$ cat src/rtl/mem_access_unit.sv
// Memory stage: a 16-line direct-mapped, write-through, no-write-allocate data cache
// with a single-outstanding-request memory port and the MEM/WB pipeline register.
module mem_access_unit (
  input  logic        clk,
  input  logic        rst,
  input  logic [31:0] in_ALUResult,
  input  logic [31:0] in_readData2,
  input  logic [4:0]  in_writeReg,
  input  logic        in_MemRead,
  input  logic        in_MemWrite,
  input  logic        in_Branch,
  input  logic        in_RegWrite,
  input  logic        in_MemToReg,
  input  logic        in_zeroFlag,
  input  logic [31:0] in_branchTarget,
  output logic        hit,
  output logic        PCSrc,
  output logic [31:0] out_branchTarget,
  output logic [31:0] out_readData,
  output logic [31:0] out_ALUResult,
  output logic [4:0]  out_writeReg,
  output logic        out_RegWrite,
  output logic        out_MemToReg,
  output logic [15:0] miss_count,
  output logic        mem_req,
  output logic        mem_we,
  output logic [31:0] mem_addr,
  output logic [31:0] mem_wdata,
  input  logic        mem_ack,
  input  logic [31:0] mem_rdata
);

  typedef enum logic [1:0] {
    IDLE    = 2'd0,
    RD_MISS = 2'd1,
    WR_BUSY = 2'd2,
    WR_DONE = 2'd3
  } state_e;

  localparam int LINES = 16;

  state_e       state_q, state_d;

  logic [31:0]  data_q [LINES];
  logic [25:0]  tag_q  [LINES];
  logic [15:0]  valid_q;
  logic [15:0]  line_match;

  logic [3:0]   line_idx;
  logic [25:0]  line_tag;
  logic         line_hit;
  logic [31:0]  line_data;

  logic         is_read;
  logic         is_write;
  logic         ack;
  logic         fill_en;
  logic         update_en;
  logic         miss_inc;

  logic [31:0]  out_readData_d;
  logic         unused_addr_lsbs;

  assign line_idx  = in_ALUResult[5:2];
  assign line_tag  = in_ALUResult[31:6];
  assign line_data = data_q[line_idx];

  // Byte offset never reaches the cache or the memory port.
  assign unused_addr_lsbs = ^in_ALUResult[1:0];

  genvar gi;
  generate
    for (gi = 0; gi < LINES; gi++) begin : g_match
      assign line_match[gi] = valid_q[gi] && (tag_q[gi] == line_tag);
    end
  endgenerate

  assign line_hit = line_match[line_idx];

  // A store always wins over a load when both are flagged.
  assign is_write = in_MemWrite;
  assign is_read  = in_MemRead && !in_MemWrite;

  // Acks arriving without an outstanding request are discarded.
  assign ack = mem_ack && mem_req;

  assign PCSrc            = in_Branch & in_zeroFlag;
  assign out_branchTarget = in_branchTarget;

  always_ff @(posedge clk) begin
    if (rst) begin
      state_q <= IDLE;
    end else begin
      state_q <= state_d;
    end
  end

  always_comb begin
    state_d = state_q;
    case (state_q)
      IDLE: begin
        if (is_write) begin
          state_d = WR_BUSY;
        end else if (is_read && !line_hit) begin
          state_d = RD_MISS;
        end
      end
      RD_MISS: begin
        if (ack) begin
          state_d = IDLE;
        end
      end
      WR_BUSY: begin
        if (ack) begin
          state_d = WR_DONE;
        end
      end
      WR_DONE: begin
        state_d = IDLE;
      end
      default: begin
        state_d = IDLE;
      end
    endcase
  end

  always_comb begin
    hit       = 1'b0;
    mem_req   = 1'b0;
    mem_we    = 1'b0;
    mem_addr  = 32'd0;
    mem_wdata = 32'd0;
    fill_en   = 1'b0;
    update_en = 1'b0;
    miss_inc  = 1'b0;
    case (state_q)
      IDLE: begin
        if (is_write) begin
          hit = 1'b0;
        end else if (is_read) begin
          hit      = line_hit;
          miss_inc = !line_hit;
        end else begin
          hit = 1'b1;
        end
      end
      RD_MISS: begin
        mem_req  = 1'b1;
        mem_addr = {in_ALUResult[31:2], 2'b00};
        fill_en  = mem_ack;
      end
      WR_BUSY: begin
        mem_req   = 1'b1;
        mem_we    = 1'b1;
        mem_addr  = {in_ALUResult[31:2], 2'b00};
        mem_wdata = in_readData2;
        update_en = mem_ack && line_hit;
      end
      WR_DONE: begin
        hit = 1'b1;
      end
      default: begin
        hit = 1'b0;
      end
    endcase
  end

  always_ff @(posedge clk) begin
    if (rst) begin
      valid_q <= '0;
    end else if (fill_en) begin
      valid_q[line_idx] <= 1'b1;
    end
  end

  // Data and tag need no reset: a cleared valid bit masks whatever they hold.
  always_ff @(posedge clk) begin
    if (!rst) begin
      if (fill_en) begin
        data_q[line_idx] <= mem_rdata;
        tag_q[line_idx]  <= line_tag;
      end else if (update_en) begin
        data_q[line_idx] <= in_readData2;
      end
    end
  end

  always_ff @(posedge clk) begin
    if (rst) begin
      miss_count <= 16'd0;
    end else if (miss_inc && (miss_count != 16'hFFFF)) begin
      miss_count <= miss_count + 16'd1;
    end
  end

  // Only a load completing from IDLE carries cache data into MEM/WB.
  assign out_readData_d = ((state_q == IDLE) && is_read) ? line_data : 32'd0;

  always_ff @(posedge clk) begin
    if (rst) begin
      out_readData  <= 32'd0;
      out_ALUResult <= 32'd0;
      out_writeReg  <= 5'd0;
      out_RegWrite  <= 1'b0;
      out_MemToReg  <= 1'b0;
    end else if (hit) begin
      out_readData  <= out_readData_d;
      out_ALUResult <= in_ALUResult;
      out_writeReg  <= in_writeReg;
      out_RegWrite  <= in_RegWrite;
      out_MemToReg  <= in_MemToReg;
    end
  end

endmodule
$ cat config.mk
export PLATFORM = sky130hd
export DESIGN_NAME = mem_access_unit
export DESIGN_NICKNAME = d
export VERILOG_FILES = /design/src/rtl/mem_access_unit.sv
export SDC_FILE = /design/constraint.sdc
export NUM_CORES = 1
export LEC_CHECK = 0
export BUFFER_PORTS_ARGS = -buffer_cell sky130_fd_sc_hd__buf_2
export CAP_MARGIN = 20
export CORE_MARGIN = 2
export CORE_UTILIZATION = 55
export CTS_BUF_LIST = sky130_fd_sc_hd__clkbuf_8
export CTS_CLUSTER_SIZE = 28
export DETAILED_ROUTE_END_ITERATION = 6
export PLACE_DENSITY_LB_ADDON = 0.3
export SYNTH_ARGS = -nofsm -noshare
export SYNTH_HDL_FRONTEND = slang
export SYNTH_SLANG_ARGS = --single-unit
export TNS_END_PERCENT = 100
$ cat constraint.sdc
create_clock -name clk -period 21.9 [get_ports clk]
set_clock_uncertainty 0.2 [all_clocks]
set_input_delay 2.19 -clock clk [delete_from_list [all_inputs] [get_ports clk]]
set_output_delay 2.19 -clock clk [all_outputs]
set_load 0.005 [all_outputs]
==> results.rst, run 1 <==
.. list-table::
   :header-rows: 1

   * - Metric
     - Value
   * - Syn_area_per_cell
     - 17.5 sq um
   * - Maximum frequency from static timing analysis
     - 0.117 GHz
   * - Overall via count from detail_route
     - 22.6k
   * - Primary flip-flop cell chosen by synthesis mapping
     - edfxtp_1
   * - Worst Path Arrival
     - 6.19 ns
   * - Highest-count cells in the layout ignoring fill and taps
     - edfxtp_1, xor2_1, buf_2
   * - Die outline area
     - 79300 sq um
   * - Clock transition at path regs
     - 0.06 ns
   * - Share of async-settable or async-resettable flops after synthesis
     - 0
   * - Share of layout cells above drive strength 1
     - 0.274
   * - Overall routed net length
     - 96.4 mm
   * - Largest voltage drop on the vdd net
     - 57.0 uV
   * - Critical Path RT
     - 19.51 ns
   * - TritonCTS sink count
     - 1033
   * - Share of the cycle needed by the critical path after routing
     - 0.392
   * - Post-route antenna net violation count
     - 0
   * - Yosys reg bits
     - 1033
   * - Total power density per cell area
     - 86.9 nW/um^2
   * - Setup WS post-layout
     - 13.32 ns
   * - Buffer count from post-CTS setup fixing
     - 0
   * - Cell total after placement
     - 3606
   * - Pin slew with the least headroom to its limit
     - 1.06 ns
   * - Chip height
     - 282 um
   * - Vias in the first global route
     - 23.0k
   * - # Max-Cap Violations
     - 0
   * - Hold Violations, Final
     - 0
   * - Post-synthesis sequential area ratio
     - 0.707
   * - Violation count after the first detailed-routing iteration
     - 1724
   * - Design area
     - 47900 sq um
   * - Internal Pwr Total
     - 3160 uW
   * - Nets
     - 2890
   * - Layout area overhead
     - 12.9%
   * - Die boundary width
     - 282 um
   * - Clock root buffer
     - clkbuf_8
   * - Yosys warnings
     - 0
   * - Crit path kind
     - input pin to primary output
   * - Antenna violations before repair
     - 1
   * - Fraction of post-synthesis cell area in the top cell type by area
     - 0.658
   * - Switching portion of total power
     - 0.241
   * - Cell variety after synth
     - 48
   * - DR WL/cell
     - 24.7 um
   * - Clock latency on the worst-skew pair
     - 0.82 ns
   * - Synth Cell Area
     - 42400 sq um
   * - Worst Setup Start Kind
     - input pin
   * - Number of flops mapped to enable cells by yosys
     - 928
   * - Dpl ws
     - 13.22 ns
   * - Area of the core region
     - 76100 sq um
   * - Post-route non-filler standard cell count
     - 3906
   * - Fin util
     - 0.629
   * - Number of port buffers
     - 262
   * - Run status
     - completed
   * - Number of design rule violations left after detail routing
     - 0
   * - Portion of total power attributed to the clock network
     - 0.372
   * - Static leakage
     - 0.0165 uW
   * - Reported net switching power
     - 1000 uW
   * - First-pass iteration count of the detailed router
     - 6
   * - Relative max-transition margin
     - 0.291
   * - Critical Path End Type
     - primary output
   * - Post-synthesis cell type with the largest combined area
     - edfxtp_1
   * - Effective utilization at floorplan
     - 0.557
   * - Cell types with the largest area share after synthesis
     - edfxtp_1, mux4_2, xor2_1
   * - Share of power burned in registers
     - 0.527
   * - Setup violations, final
     - 0
   * - Aggregate global-route resource usage
     - 0.247
   * - Hold buffer count at CTS
     - 0
   * - Most frequent standard cell in the layout excluding fill and tap cells
     - edfxtp_1
   * - Cts repair resizes
     - 0
   * - Largest net degree at the start of global routing
     - 90
   * - Mean number of vias per cell
     - 5.79
   * - Number of cells produced by synthesis
     - 2415
   * - Standard cell area after detailed placement
     - 44700 sq um
   * - HPWL reported at the end of detailed placement
     - 52.1 mm
   * - Setup TNS
     - 0 ns
   * - Final weighted congestion in routability-driven placement
     - 0.827
   * - Total clock buffers created by CTS
     - 161
   * - Final slew viol count
     - 0
   * - Minimum period implied by the final worst setup slack
     - 8.58 ns
   * - Maximum count of clock buffers along a single path
     - 3
   * - Number of H-tree branching levels
     - 4
   * - Cell Rows
     - 101
   * - Class of the worst hold path
     - flip-flop to flip-flop
   * - Setup repair after global routing missed its margin
     - false
   * - Final global-route overflow total
     - 0
   * - Highest net fanout along the worst path
     - 72
   * - Power share of the combinational group
     - 0.101
   * - First-pass GRT wire length
     - 143 mm
   * - Number of primary I/O pins
     - 329
   * - TritonCTS clock tree
     - done
## layout make-up
class / instances / area (sq um)
well taps: 1030 / 1290
repair buffers: 333 / 1940
flip-flops and latches: 1033 / 30000
fillers: 5400 / 28200
inverters: 8 / 32.5
diodes: 1 / 2.50
multi-input cells: 1206 / 11500
clock inverters: 115 / 639
clock buffers: 180 / 2480
## worst max-delay path, cell delays in order
cell      delay, ns
buf_8          0.48
buf_4          0.73
nand2b_1       0.47
nor4_1         0.40
nand4_1        0.16
o22ai_1        0.19
a31oi_1        0.09
a211oi_2       0.46
nor4b_1        0.15
nor3_4         0.50
buf_2          0.22
## sequential cells by signal (all words and copies together) (netlist names)
signal / flops
data_q: 512
miss_count: 16
out_ALUResult: 32
out_MemToReg: 1
out_RegWrite: 1
out_readData: 32
out_writeReg: 5
state_q: 2
tag_q: 416
valid_q: 16
## Yosys cell counts, types with 4 or more instances
| cell | count |
|---|---|
| mux2i_1 | 72 |
| nand4_1 | 54 |
| mux4_2 | 160 |
| and2_1 | 64 |
| xnor2_1 | 138 |
| nor3_1 | 19 |
| o22ai_1 | 4 |
| nand2b_1 | 4 |
| ha_1 | 5 |
| buf_1 | 9 |
| nand3_1 | 21 |
| dfxtp_1 | 105 |
| buf_6 | 8 |
| nor2_1 | 37 |
| a2111oi_0 | 4 |
| nand2_1 | 152 |
| buf_4 | 76 |
| a211oi_1 | 12 |
| inv_1 | 6 |
| a21oi_1 | 5 |
| buf_12 | 7 |
| clkbuf_1 | 53 |
| nor4_1 | 69 |
| buf_2 | 16 |
| xor2_1 | 279 |
| and3_1 | 8 |
| edfxtp_1 | 928 |
| mux2_2 | 43 |
| a21o_1 | 16 |
| nor2b_1 | 14 |
## power by group through the flow
stage | registers, uW | clock network, uW | logic (uW)
CTS | 2190 | 1570 | 416
global placement | 2230 | 0 | 404
finish | 2190 | 1550 | 421
global route | 2200 | 1660 | 451
floorplan | 2230 | 0 | 265
detailed placement | 2230 | 0 | 415
## final timing paths
check                                      from       endpoint  slack (ns)  cells past startpoint
worst max-delay path            in_ALUResult[2]            hit       13.32                     11
worst min-delay path                 valid_q[9]     valid_q[9]        0.25                      1
worst max register to register     tag_q[4][11]  data_q[4][17]       17.62                     10
worst min register to register       valid_q[9]     valid_q[9]        0.25                      1
## through the flow
stage          hold WS (ns)  total power, uW
2_1_floorplan         0.218             2500
3_3_place_gp          0.227             2640
3_5_place_dp          0.240             2650
4_1_cts               0.254             4180
5_1_grt               0.267             4300
6_report              0.252             4160
## per-layer routing
layer | track usage | up-vias | share of wire
met5 | 0 | - | 0
met4 | 0.0762 | 0 | 0.022
met3 | 0.0447 | 160 | 0.069
met2 | 0.422 | 915 | 0.51
met1 | 0.323 | 11700 | 0.40
li1 | - | 9820 | -
## logic make-up (layout without fill, tap and decap cells)
| group | count (synthesis) | count (layout) | synth area share |
|---|---|---|---|
| AOI/OAI and AO/OA | 55 | 55 | 0.00977 |
| xor gates and xnor gates | 417 | 417 | 0.0862 |
| adders and majority gates | 5 | 5 | 0.00148 |
| buffers and inverters | 177 | 636 | 0.0270 |
| DFF | 1033 | 1033 | 0.707 |
| muxes | 275 | 275 | 0.113 |
| other | 1 | 3 | 0.0000885 |
| and+or+nand+nor | 452 | 452 | 0.0549 |
No activity file was read; power rests on OpenSTA's default activity.
==> run 2: changes to the inputs <==
==> constraint.sdc (replaced) <==
create_clock -name clk -period 8.3 [get_ports clk]
set_clock_uncertainty 0.2 [all_clocks]
set_input_delay 0.83 -clock clk [delete_from_list [all_inputs] [get_ports clk]]
set_output_delay 0.83 -clock clk [all_outputs]
set_load 0.005 [all_outputs]
==> results.rst, run 2 (same netlist as run 1, synthesis figures left out) <==
.. list-table::
   :header-rows: 1

   * - Metric
     - Value
   * - Termination of the worst setup path
     - hit (unchanged)
   * - Overall via count from detail_route
     - 22.6k (about the same)
   * - TritonCTS clock tree
     - done (unchanged)
   * - Setup repair after global routing missed its margin
     - false (unchanged)
   * - Area of the core region
     - 76100 sq um (unchanged)
   * - Hold Violations, Final
     - 0 (unchanged)
   * - Final slew viol count
     - 0 (unchanged)
   * - Cell Rows
     - 101 (unchanged)
   * - Fin util
     - 0.629 (about the same)
   * - Total power density per cell area
     - 227 nW/um^2 (was 86.9 nW/um^2)
   * - Chip height
     - 282 um (unchanged)
   * - Buffer count from post-CTS setup fixing
     - 0 (unchanged)
   * - Setup TNS
     - 0 ns (unchanged)
   * - Static leakage
     - 0.0165 uW (about the same)
   * - Minimum period implied by the final worst setup slack
     - 5.83 ns
   * - Clock latency on the worst-skew pair
     - 0.83 ns (was 0.82 ns)
   * - Power share of the combinational group
     - 0.101 (about the same)
   * - Aggregate global-route resource usage
     - 0.252 (was 0.247)
   * - First-pass GRT wire length
     - 146 mm (was 143 mm)
   * - Vias in the first global route
     - 23.0k (about the same)
   * - Reg2Reg Launch Point
     - tag_q[13][2] (was tag_q[4][11])
   * - Number of primary I/O pins
     - 329 (unchanged)
   * - TritonCTS sink count
     - 1033 (unchanged)
   * - Clock transition at path regs
     - 0.06 ns (about the same)
   * - Share of power burned in registers
     - 0.533 (was 0.527)
   * - Setup violations, final
     - 0 (unchanged)
   * - Worst reg-to-reg setup slack
     - 3.71 ns (was 17.62 ns)
   * - Highest-count cells in the layout ignoring fill and taps
     - edfxtp_1, xor2_1, buf_2 (unchanged)
   * - Register containing the most flip-flops in the final layout
     - data_q (unchanged)
   * - Clock root buffer
     - clkbuf_8 (unchanged)
   * - Maximum frequency from static timing analysis
     - 0.172 GHz
   * - Antenna violations before repair
     - 2 (was 1)
   * - Post-route antenna net violation count
     - 0 (unchanged)
   * - # fillers
     - 5327 (was 5400)
   * - Layout area overhead
     - 12.9% (about the same)
   * - Nets
     - 2905 (was 2890)
   * - Hold buffer count at CTS
     - 1 (was 0)
   * - First-pass iteration count of the detailed router
     - 5 (was 6)
   * - Highest net fanout along the worst path
     - 51 (was 72)
   * - Total clock buffers created by CTS
     - 163 (was 161)
   * - Switching portion of total power
     - 0.249 (was 0.241)
   * - Largest voltage drop on the vdd net
     - 164 uV (was 57.0 uV)
   * - Portion of total power attributed to the clock network
     - 0.366 (was 0.372)
   * - Violation count after the first detailed-routing iteration
     - 2044 (was 1724)
   * - Die outline area
     - 79300 sq um (unchanged)
   * - FF-to-FF End
     - data_q[0][9] (was data_q[4][17])
   * - Flip-flop count of the largest register after layout
     - 512 (unchanged)
   * - Maximum count of clock buffers along a single path
     - 3 (unchanged)
   * - # Max-Cap Violations
     - 0 (unchanged)
   * - Final weighted congestion in routability-driven placement
     - 0.843 (was 0.827)
   * - Number of design rule violations left after detail routing
     - 0 (unchanged)
   * - Largest net degree at the start of global routing
     - 72 (was 90)
   * - Effective utilization at floorplan
     - 0.557 (unchanged)
   * - Relative max-transition margin
     - 0.271 (was 0.291)
   * - Worst Setup Start Kind
     - input pin (unchanged)
   * - Number of port buffers
     - 262 (unchanged)
   * - Die boundary width
     - 282 um (unchanged)
   * - HPWL reported at the end of detailed placement
     - 59.0 mm (was 52.1 mm)
   * - Internal Pwr Total
     - 8150 uW (was 3160 uW)
   * - Critical Path End Type
     - primary output (unchanged)
   * - Reported net switching power
     - 2710 uW (was 1000 uW)
   * - Crit path kind
     - input pin to primary output (unchanged)
   * - Pin slew with the least headroom to its limit
     - 1.09 ns (was 1.06 ns)
   * - Critical Path RT
     - 7.27 ns (was 19.51 ns)
   * - Mean number of vias per cell
     - 5.76 (was 5.79)
   * - Most frequent standard cell in the layout excluding fill and tap cells
     - edfxtp_1 (unchanged)
   * - Reg2reg path depth
     - 10 (unchanged)
   * - DR WL/cell
     - 25.2 um (was 24.7 um)
   * - Biggest registers after layout
     - data_q: 512 flops, tag_q: 416 flops (unchanged)
   * - Share of the cycle needed by the critical path after routing
     - 0.702
   * - Worst setup startpoint
     - in_ALUResult[3] (was in_ALUResult[2])
   * - Final global-route overflow total
     - 0 (unchanged)
   * - Share of layout cells above drive strength 1
     - 0.274 (about the same)
   * - Class of the worst hold path
     - input pin to flip-flop (was flip-flop to flip-flop)
   * - Post-route worst hold slack
     - 0.0518 ns (was 0.252 ns)
   * - Cts repair resizes
     - 0 (unchanged)
   * - Number of H-tree branching levels
     - 4 (unchanged)
   * - Run status
     - completed (unchanged)
   * - Worst Path Arrival
     - 4.80 ns (was 6.19 ns)
   * - Total power
     - 10900 uW (was 4160 uW)
   * - Overall routed net length
     - 98.5 mm (was 96.4 mm)
## run 2: worst max-delay path: stages
cell      delay [ns]
buf_6           0.46
nand2_1         0.50
nor4_1          0.64
nand4_1         0.29
o22ai_1         0.49
nor3_1          0.14
a211oi_2        0.39
nor4b_1         0.16
nor3_4          0.27
buf_4           0.37
buf_2           0.18
## run 2: area by class of cell
cell class              instances  area (sq um)  share of cell area
flip-flops and latches       1033         30000               0.627
clock buffers                 173          2380              0.0498
diodes                          1          2.50           0.0000523
multi-input cells            1206         11500               0.241
repair buffers                346          2010              0.0421
well taps                    1030          1290              0.0269
inverters                       8          32.5            0.000680
clock inverters               121           636              0.0133
## run 2: metrics by stage
| step | cells | area, sq um | worst slack (ns) |
|---|---|---|---|
| after floorplan | 2416 | 42400 | -0.0642 |
| after global placement | 3616 | 44700 | 2.40 |
| after detailed placement | 3622 | 44800 | 2.32 |
| after CTS | 3917 | 47800 | 2.41 |
| after global routing | 3918 | 47800 | 2.34 |
| final | 3918 | 47800 | 2.47 |
## run 2: how the worst min path moves through the flow
| stage | endpoint | cells past startpoint | start | slack [ns] |
|---|---|---|---|---|
| final | out_ALUResult[0] | 3 | in_ALUResult[0] | 0.05 |
| after floorplan | valid_q[3] | 1 | valid_q[3] | 0.22 |
| after CTS | out_ALUResult[0] | 3 | in_ALUResult[0] | 0.00001 |
| after detailed placement | valid_q[3] | 1 | valid_q[3] | 0.24 |
| after global placement | valid_q[3] | 1 | valid_q[3] | 0.23 |
| after global routing | out_ALUResult[0] | 3 | in_ALUResult[0] | 0.06 |
## run 2: power by group through the flow
stage | registers (uW) | logic (uW) | clock network, uW
after floorplan | 5890 | 700 | 0
final | 5790 | 1100 | 3980
after global routing | 5790 | 1190 | 4250
after global placement | 5890 | 1080 | 0
after CTS | 5790 | 1110 | 4040
after detailed placement | 5890 | 1110 | 0
## run 2: routing by layer
metal	GRT usage	vias up	routed length (um)
met5	0	-	16
met4	0.0892	2	2620
met3	0.0415	165	6300
met2	0.428	927	50500
met1	0.330	11600	39100
li1	-	9847	-
==> run 3: changes to the inputs <==
--- a/config.mk
+++ b/config.mk
@@ -5,6 +5,7 @@
 export SDC_FILE = /design/constraint.sdc
 export NUM_CORES = 1
 export LEC_CHECK = 0
+export ABC_AREA = 1
 export BUFFER_PORTS_ARGS = -buffer_cell sky130_fd_sc_hd__buf_2
 export CAP_MARGIN = 20
 export CORE_MARGIN = 2
==> constraint.sdc (replaced) <==
create_clock -name clk -period 5.9 [get_ports clk]
set_clock_uncertainty 0.2 [all_clocks]
set_input_delay 0.59 -clock clk [delete_from_list [all_inputs] [get_ports clk]]
set_output_delay 0.59 -clock clk [all_outputs]
set_load 0.005 [all_outputs]
==> results.rst, run 3 <==
.. list-table::
   :header-rows: 1

   * - Metric
     - Value
   * - Nets
     - 4391 (was 2905)
   * - TritonCTS sink count
     - 1033 (unchanged)
   * - Worst Setup Start Kind
     - input pin (unchanged)
   * - Setup violations, final
     - 0 (unchanged)
   * - Worst reg-to-reg setup slack
     - 1.78 ns (was 3.71 ns)
   * - # Max-Cap Violations
     - 0 (unchanged)
   * - Most frequent standard cell in the layout excluding fill and tap cells
     - nand2_1 (was edfxtp_1)
   * - Relative max-transition margin
     - 0.229 (was 0.271)
   * - Yosys reg bits
     - 1033 (unchanged)
   * - Overall routed net length
     - 117 mm (was 98.5 mm)
   * - Final slew viol count
     - 0 (unchanged)
   * - Number of port buffers
     - 262 (unchanged)
   * - Overall via count from detail_route
     - 30.3k (was 22.6k)
   * - Chip height
     - 287 um (was 282 um)
   * - Mean number of vias per cell
     - 5.59 (was 5.76)
   * - Violation count after the first detailed-routing iteration
     - 3443 (was 2044)
   * - Hold Violations, Final
     - 0 (unchanged)
   * - Minimum period implied by the final worst setup slack
     - 4.92 ns
   * - First-pass GRT wire length
     - 175 mm (was 146 mm)
   * - Layout area overhead
     - 12.5% (was 12.9%)
   * - Worst Path Arrival
     - 4.13 ns (was 4.80 ns)
   * - Share of layout cells above drive strength 1
     - 0.141 (was 0.274)
   * - Largest net degree at the start of global routing
     - 133 (was 72)
   * - Vias in the first global route
     - 28.8k (was 23.0k)
   * - List of most frequent post-synthesis cells
     - nand2_1, edfxtp_1, nor2_1, inv_1, a22oi_1 (was edfxtp_1, xor2_1, mux4_2, nand2_1, xnor2_1)
   * - Cell variety after synth
     - 38 (was 48)
   * - Final weighted congestion in routability-driven placement
     - 0.887 (was 0.843)
   * - Share of async-settable or async-resettable flops after synthesis
     - 0 (unchanged)
   * - Yosys warnings
     - 0 (unchanged)
   * - Crit path kind
     - input pin to primary output (unchanged)
   * - Setup TNS
     - 0 ns (unchanged)
   * - Die boundary width
     - 287 um (was 282 um)
   * - Worst hold stages
     - 1 (was 3)
   * - Post-synthesis sequential area ratio
     - 0.679 (was 0.707)
   * - Number of design rule violations left after detail routing
     - 0 (unchanged)
   * - Most common cell in the synthesized netlist
     - nand2_1 (was edfxtp_1)
   * - Critical Path End Type
     - primary output (unchanged)
   * - Aggregate global-route resource usage
     - 0.284 (was 0.252)
   * - DR WL/cell
     - 21.6 um (was 25.2 um)
   * - Clock transition at path regs
     - 0.06 ns (about the same)
   * - Dpl ws
     - 0.946 ns (was 2.32 ns)
   * - Number of primary I/O pins
     - 329 (unchanged)
   * - Syn_area_per_cell
     - 11.1 sq um (was 17.5 sq um)
   * - Share of the cycle needed by the critical path after routing
     - 0.835
   * - Final global-route overflow total
     - 0 (unchanged)
   * - Antenna violations before repair
     - 7 (was 2)
   * - Static leakage
     - 0.0197 uW (was 0.0165 uW)
   * - Flip-flop count of the largest register after layout
     - 512 (unchanged)
   * - Cell Rows
     - 103 (was 101)
   * - Setup WS post-layout
     - 0.975 ns (was 2.47 ns)
   * - Pin slew with the least headroom to its limit
     - 1.14 ns (was 1.09 ns)
   * - Biggest registers after layout
     - data_q: 512 flops, tag_q: 416 flops (unchanged)
   * - Register containing the most flip-flops in the final layout
     - data_q (unchanged)
   * - First-pass iteration count of the detailed router
     - 6 (was 5)
   * - Number of flops mapped to enable cells by yosys
     - 928 (unchanged)
   * - Post-synthesis cell type with the largest combined area
     - edfxtp_1 (unchanged)
   * - Critical Path RT
     - 5.11 ns (was 7.27 ns)
   * - Total clock buffers created by CTS
     - 163 (unchanged)
   * - Post-route antenna net violation count
     - 0 (unchanged)
   * - Number of cells produced by synthesis
     - 3963 (was 2415)
   * - # fillers
     - 6109 (was 5327)
   * - HPWL reported at the end of detailed placement
     - 68.7 mm (was 59.0 mm)
   * - FF-to-FF End
     - data_q[7][3] (was data_q[0][9])
   * - Clock latency on the worst-skew pair
     - 0.83 ns (about the same)
   * - Reg2Reg Launch Point
     - state_q[0] (was tag_q[13][2])
   * - Total power density per cell area
     - 330 nW/um^2 (was 227 nW/um^2)
   * - Maximum frequency from static timing analysis
     - 0.203 GHz
   * - Cell types with the largest area share after synthesis
     - edfxtp_1, nand2_1, dfxtp_1 (was edfxtp_1, mux4_2, xor2_1)
   * - Highest net fanout along the worst path
     - 30 (was 51)
   * - Class of the worst hold path
     - input pin to flip-flop (unchanged)
   * - Highest-count cells in the layout ignoring fill and taps
     - nand2_1, edfxtp_1, inv_1 (was edfxtp_1, xor2_1, buf_2)
   * - Reg2reg path depth
     - 9 (was 10)
   * - Endpoint of the worst hold-timing path
     - tag_q[12][24] (was out_ALUResult[0])
   * - Area of the core region
     - 79300 sq um (was 76100 sq um)
   * - Worst hold path startpoint
     - in_ALUResult[30] (was in_ALUResult[0])
   * - Synth Cell Area
     - 44100 sq um (was 42400 sq um)
   * - Run status
     - completed (unchanged)
   * - Maximum count of clock buffers along a single path
     - 3 (unchanged)
   * - Primary flip-flop cell chosen by synthesis mapping
     - edfxtp_1 (unchanged)
   * - Effective utilization at floorplan
     - 0.557 (about the same)
   * - TritonCTS clock tree
     - done (unchanged)
   * - Number of H-tree branching levels
     - 4 (unchanged)
   * - Buffer count from post-CTS setup fixing
     - 0 (unchanged)
   * - Largest voltage drop on the vdd net
     - 315 uV (was 164 uV)
   * - Clock root buffer
     - clkbuf_8 (unchanged)
   * - Setup repair after global routing missed its margin
     - false (unchanged)
   * - Die outline area
     - 82500 sq um (was 79300 sq um)
   * - Fraction of post-synthesis cell area in the top cell type by area
     - 0.632 (was 0.658)
==> run 3: cell types whose count changed in the layout (fill, tap and decap cells not counted), sizes merged, moves of 59 or more <==
cell   change
a21oi    +107
a22oi    +256
and2      -64
inv      +333
mux2i     -72
mux4     -160
nand2   +1036
nand3     +59
nor2     +334
nor4      -67
xor2     -194
==> run 3: how the worst max path moves through the flow <==
stage	from	to	slack [ns]	cells past startpoint
3_5_place_dp	in_ALUResult[14]	data_q[0][14]	0.95	18
3_3_place_gp	in_ALUResult[14]	data_q[4][17]	1.08	18
6_report	in_ALUResult[22]	hit	0.98	20
4_1_cts	in_ALUResult[22]	hit	0.97	20
5_1_grt	in_ALUResult[21]	hit	0.74	20
2_1_floorplan	in_ALUResult[7]	data_q[10][0]	1.75	19
==> run 3: routing by layer <==
metal	wire length (um)	vias to the layer above	GRT usage
met4	3830	10	0.106
met5	58	-	0
met3	11900	252	0.0598
li1	-	13900	-
met2	54100	1645	0.443
met1	47200	14500	0.394
==> run 3: logic make-up after synthesis <==
logic type,synth area share
other,0.0000850
flip-flops,0.679
AO/OA/AOI/OAI,0.0737
AND/OR/NAND/NOR,0.146
buffers and inverters,0.0555
adder cells (fa/ha/maj),0.00142
XOR/XNOR,0.0441
==> run 3: critical path: stages <==
cell and delay (ns):
dlygate4sd3_1 0.52, buf_2 0.25, buf_4 0.34, xor2_1 0.11, nor2_1 0.12, nand2_1 0.12
nor2_1 0.23, nand2_1 0.18, nor2_1 0.13, nor2_1 0.05, nand2_1 0.05, nand2_1 0.04
nand2_1 0.23, nor2_1 0.08, nand2_1 0.07, nand2_1 0.18, nand2_8 0.27, nand2_2 0.35
inv_2 0.12, buf_2 0.11
==> run 3: final cells by class <==
| cell class | count | area (sq um) | area share |
|---|---|---|---|
| Clock inverter | 119 | 714 | 0.0144 |
| Timing Repair Buffer | 345 | 2010 | 0.0405 |
| Inverter | 331 | 1250 | 0.0252 |
| Sequential cell | 1033 | 30000 | 0.604 |
| Clock buffer | 177 | 2440 | 0.0491 |
| Tap cell | 1050 | 1310 | 0.0265 |
| Antenna cell | 2 | 5.00 | 0.000101 |
| Multi-Input combinational cell | 2370 | 11900 | 0.240 |
==> run 3: stage by stage <==
stage | utilization | std cells | power, uW | cell area, sq um | hold WS, ns
3_3_place_gp | 0.584 | 5114 | 10600 | 46300 | 0.250
4_1_cts | 0.626 | 5425 | 16400 | 49600 | 0.00219
2_1_floorplan | - | 3964 | 9730 | 44100 | 0.229
3_5_place_dp | 0.584 | 5114 | 10600 | 46300 | 0.262
6_report | 0.626 | 5427 | 16400 | 49600 | 0.0635
5_1_grt | 0.626 | 5426 | 17000 | 49600 | 0.0632
==> run 3: where the power goes <==
part | internal, uW | switching, uW
combinational | 676 | 1570
clock | 3010 | 2840
sequential | 8150 | 109
total | 11800 | 4520
==> run 3: repair_timing <==
item,4_1_cts,5_1_grt
hold buffers,15,0
hold endpoints to repair,34,0
resized for setup,0,0
